===== src/rtl/lut_bank_if.sv =====
// Config/evaluate bundle for lut_bank: serial table load plus eval request/result.
// The master side drives requests; the slave side (lut_bank) returns done/ready/results.
interface lut_bank_if #(
  parameter int N_IN  = 4,
  parameter int N_OUT = 2
);
  logic              cfg_start;
  logic              cfg_valid;
  logic              cfg_bit;
  logic              cfg_done;
  logic              in_valid;
  logic [N_IN-1:0]   in_vec;
  logic              in_ready;
  logic              out_valid;
  logic [N_OUT-1:0]  out_vec;

  modport master (
    output cfg_start, cfg_valid, cfg_bit, in_valid, in_vec,
    input  cfg_done, in_ready, out_valid, out_vec
  );

  modport slave (
    input  cfg_start, cfg_valid, cfg_bit, in_valid, in_vec,
    output cfg_done, in_ready, out_valid, out_vec
  );
endinterface


===== src/rtl/lut_bank.sv =====
// Bank of N_OUT programmable N_IN-input truth tables, loaded serially index 0 first.
// Evaluation latency 1 cycle, one per cycle; no output backpressure, in_ready only in READY.
module lut_bank #(
  parameter int N_IN  = 4,
  parameter int N_OUT = 2
) (
  input  logic      clk,
  input  logic      rst_n,
  lut_bank_if.slave bus
);

  localparam int DEPTH = 1 << N_IN;
  localparam int TBITS = N_OUT * DEPTH;
  localparam int CW    = $clog2(TBITS + 1);

  localparam logic [1:0] EMPTY = 2'd0;
  localparam logic [1:0] LOAD  = 2'd1;
  localparam logic [1:0] READY = 2'd2;

  logic [1:0]       state;
  logic [CW-1:0]    cnt;
  logic [TBITS-1:0] tbl;
  logic [DEPTH-1:0] row [N_OUT];
  logic [N_OUT-1:0] lookup;
  logic             cap;
  logic             last;
  logic             accept;

  assign bus.in_ready = (state == READY);
  assign accept       = bus.in_valid & bus.in_ready;
  // cfg_valid is ignored in the cfg_start cycle so a restart always begins at index 0
  assign cap          = (state == LOAD) & bus.cfg_valid & ~bus.cfg_start;
  assign last         = cap & (cnt == CW'(TBITS - 1));

  for (genvar o = 0; o < N_OUT; o++) begin : g_row
    assign row[o]    = tbl[o*DEPTH +: DEPTH];
    assign lookup[o] = row[o][bus.in_vec];
  end

  always_ff @(posedge clk or negedge rst_n) begin
    if (!rst_n) begin
      state        <= EMPTY;
      cnt          <= '0;
      bus.cfg_done <= 1'b0;
    end else begin
      bus.cfg_done <= last;
      if (bus.cfg_start) begin
        state <= LOAD;
        cnt   <= '0;
      end else if (cap) begin
        cnt <= cnt + CW'(1);
        if (last) begin
          state <= READY;
        end
      end
    end
  end

  always_ff @(posedge clk or negedge rst_n) begin
    if (!rst_n) begin
      tbl <= '0;
    end else if (cap) begin
      for (int k = 0; k < TBITS; k++) begin
        if (cnt == CW'(k)) begin
          tbl[k] <= bus.cfg_bit;
        end
      end
    end
  end

  // Reads the pre-update table, so an eval coinciding with cfg_start sees the old contents
  always_ff @(posedge clk or negedge rst_n) begin
    if (!rst_n) begin
      bus.out_valid <= 1'b0;
      bus.out_vec   <= '0;
    end else begin
      bus.out_valid <= accept;
      if (accept) begin
        bus.out_vec <= lookup;
      end
    end
  end

endmodule


===== src/flat_wrapper.sv =====
// flat-port wrapper written by rule: the top's interface ports become plain ports
module lut_bank_flat 
#(
  parameter int N_IN  = 4,
  parameter int N_OUT = 2
)
  (clk, rst_n, bus_cfg_start, bus_cfg_valid, bus_cfg_bit, bus_in_valid, bus_in_vec, bus_cfg_done, bus_in_ready, bus_out_valid, bus_out_vec);
  lut_bank_if #(.N_IN(N_IN), .N_OUT(N_OUT)) bus_i ();
  input  logic clk;
  input  logic rst_n;
  input wire logic [$bits(bus_i.cfg_start)-1:0] bus_cfg_start;
  input wire logic [$bits(bus_i.cfg_valid)-1:0] bus_cfg_valid;
  input wire logic [$bits(bus_i.cfg_bit)-1:0] bus_cfg_bit;
  input wire logic [$bits(bus_i.in_valid)-1:0] bus_in_valid;
  input wire logic [$bits(bus_i.in_vec)-1:0] bus_in_vec;
  output wire logic [$bits(bus_i.cfg_done)-1:0] bus_cfg_done;
  output wire logic [$bits(bus_i.in_ready)-1:0] bus_in_ready;
  output wire logic [$bits(bus_i.out_valid)-1:0] bus_out_valid;
  output wire logic [$bits(bus_i.out_vec)-1:0] bus_out_vec;
  assign bus_i.cfg_start = bus_cfg_start;
  assign bus_i.cfg_valid = bus_cfg_valid;
  assign bus_i.cfg_bit = bus_cfg_bit;
  assign bus_i.in_valid = bus_in_valid;
  assign bus_i.in_vec = bus_in_vec;
  assign bus_cfg_done = bus_i.cfg_done;
  assign bus_in_ready = bus_i.in_ready;
  assign bus_out_valid = bus_i.out_valid;
  assign bus_out_vec = bus_i.out_vec;
  lut_bank #(.N_IN(N_IN), .N_OUT(N_OUT)) u_core (.clk(clk), .rst_n(rst_n), .bus(bus_i));
endmodule

===== config.mk =====
export PLATFORM = sky130hd
export DESIGN_NAME = lut_bank_flat
export DESIGN_NICKNAME = d
export VERILOG_FILES = /design/src/rtl/lut_bank_if.sv /design/src/rtl/lut_bank.sv /design/src/flat_wrapper.sv
export SDC_FILE = /design/constraint.sdc
export NUM_CORES = 1
export LEC_CHECK = 0
export CAP_MARGIN = 20
export CORE_MARGIN = 2
export CORE_UTILIZATION = 55
export CTS_CLUSTER_DIAMETER = 60
export DETAILED_ROUTE_END_ITERATION = 10
export PLACE_DENSITY = 0.75
export SLEW_MARGIN = 15
export SYNTH_ARGS = -nofsm -noshare
export SYNTH_HDL_FRONTEND = slang
export SYNTH_SLANG_ARGS = --single-unit

===== constraint.sdc =====
create_clock -name clk -period 2 [get_ports clk]
set_clock_uncertainty 0.15 [all_clocks]
set_input_delay 0.3 -clock clk [delete_from_list [all_inputs] [get_ports clk]]
set_output_delay 0.3 -clock clk [all_outputs]
set_load 0.1 [all_outputs]

======== Yosys cells after proc, flatten, opt, wreduce, memory -nomap -nowiden ========
Index checks and enable logic that the tools add are counted.
word-level totals
  register bits ........................... 44
  bits of input ports ..................... 10
  output and inout port bits .............. 5
  logic and storage cells ................. 122
operators by class
  add/subtract/negate cells ............... 1
  order comparisons ....................... 1
  equality and inequality tests ........... 33
  multiplexer cells ....................... 9
  bitwise gates (word level) .............. 5
  reduce and logical (&&, ||, !) cells .... 36
operator list
  operator                                            number
  == test 6 x 5 -> 1 bit, second input constant       16
  AND reduction 2 bit                                 33
  == test 6 x 4 -> 1 bit, second input constant       8
  == test 6 x 3 -> 1 bit, second input constant       4
  == test 6 x 2 -> 1 bit, second input constant       2
  two-way mux 6 bit                                   2
  binary-select mux 1 bit (select 4 bit)              2
  adder 6 x 1 -> 6 bit, second input constant         1
  == test 6 x 1 -> 1 bit, second input constant       1
  zero test 6 bit                                     1
  two-way mux 2 bit                                   3
  < comparator 4 x 5 -> 1 bit, second input constant  1
  bitwise AND 1 bit                                   4
  nonzero test 2 bit                                  2
  == test 2 x 1 -> 1 bit, second input constant       1
  == test 2 bit, second input constant                1
  two-way mux 1 bit                                   2
  NOT 1 bit                                           1

======== Logic depth before layout (Yosys ltp) ========
  depth after elaboration ................. 7
  gate-level depth with buffers ........... 5
  depth with buffers taken out ............ 5

======== Worst setup path before layout ========
OpenSTA, ideal clock, no wires.
  kind .................................... register -> output
  start point ............................. reg u_core.state[0]
  end point ............................... out bus_in_ready
  arrival time ............................ 1,766 ps
  required time ........................... 1,550 ps
  slack ................................... -216 ps
  cell stages (with the launch flop) ...... 2
  path buffers ............................ 0
  cell sequence ........................... dfrtp_1 -> nor2b_1
between the ends
  word-level cells in the longest chain between the ends .. 1
ends and longest elaborated chain
  element                 line                text
  start, declared         lut_bank.sv:20      logic [1:0] state;
  start signal, assigned  lut_bank.sv:42      state <= EMPTY;
  start signal, assigned  lut_bank.sv:48      state <= LOAD;
  start signal, assigned  lut_bank.sv:53      state <= READY;
  == test 2 bit           lut_bank.sv:29      assign bus.in_ready = (state == READY);
  end, declared           flat_wrapper.sv:17  output wire logic [$bits(bus_i.in_ready)-1:0] bus_in_ready;
Every way passes these cells.

======== Worst setup path after layout ========
  start point ............................. reg u_core.cnt[0]
  end point ............................... reg u_core.tbl[0]
between the ends
  word-level cells in the longest chain between the ends .. 2
ends and longest elaborated chain
  element                               line            text
  start, declared                       lut_bank.sv:21  logic [CW-1:0] cnt;
  start signal, assigned                lut_bank.sv:51  cnt <= cnt + CW'(1);
  zero test 6 bit                       lut_bank.sv:64  if (cnt == CW'(k)) begin
  AND reduction 2 bit (no source line)  -
  end signal, assigned by index         lut_bank.sv:65  tbl[k] <= bus.cfg_bit;
  end, declared                         lut_bank.sv:22  logic [TBITS-1:0] tbl;
Every way passes these cells.
A chain may end at the register's enable or synchronous reset.

==> reports/qor.txt <==
routed length per instance -> 17.1 um
Post-Syn Area per Cell -> 12.0 um2
Finished Cell Area -> 0.00276 mm2
Max Cap Viol -> 0
diode count -> 0
synthesized net count -> 213
Setup Fix Bufs, Post-CTS -> 0
DRC viols -> 0
Final Util -> 67.6%
cell chain of the critical path -> inv_1 > ha_1 > nand4_1 > nor3_2 > mux2_2
die span in x -> 69.8 um
max-slew violation count -> 0
dpl cell area -> 0.00267 mm2
crit path max fanout -> 5
largest net degree at the start of global routing -> 45
Die Y -> 69.8 um
final setup vio count -> 0
first-pass GRT wire length -> 8310 um
Leakage -> 0.00132 uW
Slew @ Worst Pin -> 549 ps
placed insts -> 273
core region area -> 0.00409 mm2
Clk Latency, worst-skew pair -> 300 ps
TritonCTS clock tree -> built
Post-Synthesis Cells -> 199
vias per std cell -> 5.65
non-filler cells in the finished layout -> 281
synthesized area -> 0.00238 mm2
Final Hold Fails -> 0
initial antenna violation count -> 0
Power Density -> 599 mW/mm2
most frequent cells in the layout -> dfrtp_1 (44), buf_4 (24), nand2_1 (21), mux2_2 (21), nor2_1 (19)
Synth-to-Final Area Change -> 15.9%
final worst path period need -> 1870 ps
DP Wirelength -> 3630 um
port bufs -> 14
clock buffer count from CTS -> 5
share of async-settable or async-resettable flops after synthesis -> 100%
io pins -> 15
root buffer cell -> clkbuf_8
clock sink count -> 44
Nets -> 245
ys flop type -> dfrtp_1
Initial Util -> 58.3%
CTS clk-pin slew, worst paths -> 80 ps
drt total wl -> 4810 um
unrepaired setup endpoints after global routing -> false
slowest cell delay on critical path -> 440 ps
crit path kind -> reg -> reg
share of cells above drive strength 1 -> 35.1%
register area share after synthesis -> 46.2%
status -> complete, no violations
Post-synth EDFFs -> 0
Initial DRC Count -> 97
TNS Setup -> 0 ps
worst path arrival time -> 1900 ps
commonest non-fill, non-tap cell in the layout -> dfrtp_1
post-CTS resize count -> 0
Synth Warn # -> 0
maximum vdd drop -> 0.346 mV
Worst Path Required -> 2030 ps
die area -> 0.00488 mm2
post-synthesis cell type count -> 41
H-tree levels -> 2
drt pass-1 iters -> 4
slowest CP cell -> dfrtp_1
RePlAce Congestion -> 0.828
GRT Residual Overflow -> 0
CP bufs+invs -> 1
GR Util All Layers -> 21.7%
Critical Path Start Type -> flip-flop
Worst Setup End Kind -> flip-flop
delay-heaviest family, CP -> flip-flops
vias in the first global route -> 1646
FMAX -> 535 MHz
Vias -> 1589
Routed Antenna Nets -> 0
Rows -> 23
Hold Path Class -> reg -> reg
final period utilization -> 93.5%
CTS max path bufs -> 2
Max-slew headroom -> 63.4%
synthesized flop and latch total -> 44
area by class of cell:
type,count,area [um2]
fillers,307,1330
multi-input cells,139,1190
flip-flops and latches,44,1100
repair buffers,35,295
clock buffers,6,72.6
well taps,50,62.6
inverters,6,36.3
clock inverters,1,5.00
synth_stat cells, types with 3 or more instances:
cell type / number / share of area (%)
dfrtp_1: 44 / 46
mux2_2: 21 / 9.9
nand2_1: 21 / 3.3
nor2_1: 19 / 3.0
mux2_4: 9 / 5.7
nand4_1: 9 / 2.4
mux2i_1: 6 / 2.5
buf_2: 5 / 1.0
inv_1: 5 / 0.79
nand3_1: 5 / 1.0
ha_1: 4 / 2.1
mux2_1: 4 / 1.9
mux4_2: 4 / 3.8
nor3_2: 4 / 1.7
nand2b_1: 3 / 0.79
nand3b_1: 3 / 0.94
o21ai_0: 3 / 0.63
xor2_1: 3 / 1.1
path summary, 6_finish.rpt:
kind	from	endpoint	slack, ps	cells past startpoint
max	u_core.cnt[0]$_DFFE_PN0P_	u_core.tbl[0]$_DFFE_PN0P_	130	5
min	u_core.tbl[29]$_DFFE_PN0P_	u_core.tbl[29]$_DFFE_PN0P_	350	1
max reg2reg	u_core.cnt[0]$_DFFE_PN0P_	u_core.tbl[0]$_DFFE_PN0P_	130	5
min reg2reg	u_core.tbl[29]$_DFFE_PN0P_	u_core.tbl[29]$_DFFE_PN0P_	350	1
max in group asynchronous	rst_n	u_core.tbl[12]$_DFFE_PN0P_	870	3
min in group asynchronous	rst_n	u_core.tbl[18]$_DFFE_PN0P_	450	3
sequential cells by signal, indices dropped and copies added (netlist names):
name,flops
u_core.bus.out_valid,1
u_core.state,2
u_core.tbl,32
u_core.bus.out_vec,2
u_core.bus.cfg_done,1
u_core.cnt,6
worst register-to-register path, cell delays in order, from the launching register on:
cell	delay (ps)
dfrtp_1	440
inv_1	130
ha_1	270
nand4_1	240
nor3_2	180
mux2_2	350
cells by family after synthesis:
family,count (synthesis),share of synthesized area [%]
AOI/OAI and AO/OA,11,2.99
xor gates and xnor gates,4,1.47
adders and majority gates,4,2.10
buffers and inverters,16,4.04
DFF,44,46.2
muxes,44,23.8
and+or+nand+nor,76,19.4
report_power, final:
group	switching [uW]	internal, uW
sequential	18.4	916
clock	291	238
combinational	104	86.9
metal layers:
metal  vias up  track usage [%]  share of wire, %
met1       794             29.5                47
met5         -                0                 0
met3         6             4.65               3.2
li1        761                -                 -
met2        28             34.7                49
met4         0             7.05               1.1
through the flow:
stage | hold WS [ps] | worst slack (ps) | total power (uW)
floorplan | -146 | 308 | 1060
global placement | 248 | -86.2 | 1130
detailed placement | 259 | -147 | 1150
CTS | 349 | 117 | 1670
global route | 370 | 31.4 | 1730
finish | 346 | 131 | 1650
repair_timing:
action	CTS	global route
endpoints found under the setup margin	0	0
endpoints found under the hold margin	44	0
hold buffers	1	0
Power figures use the tool's default switching activity.
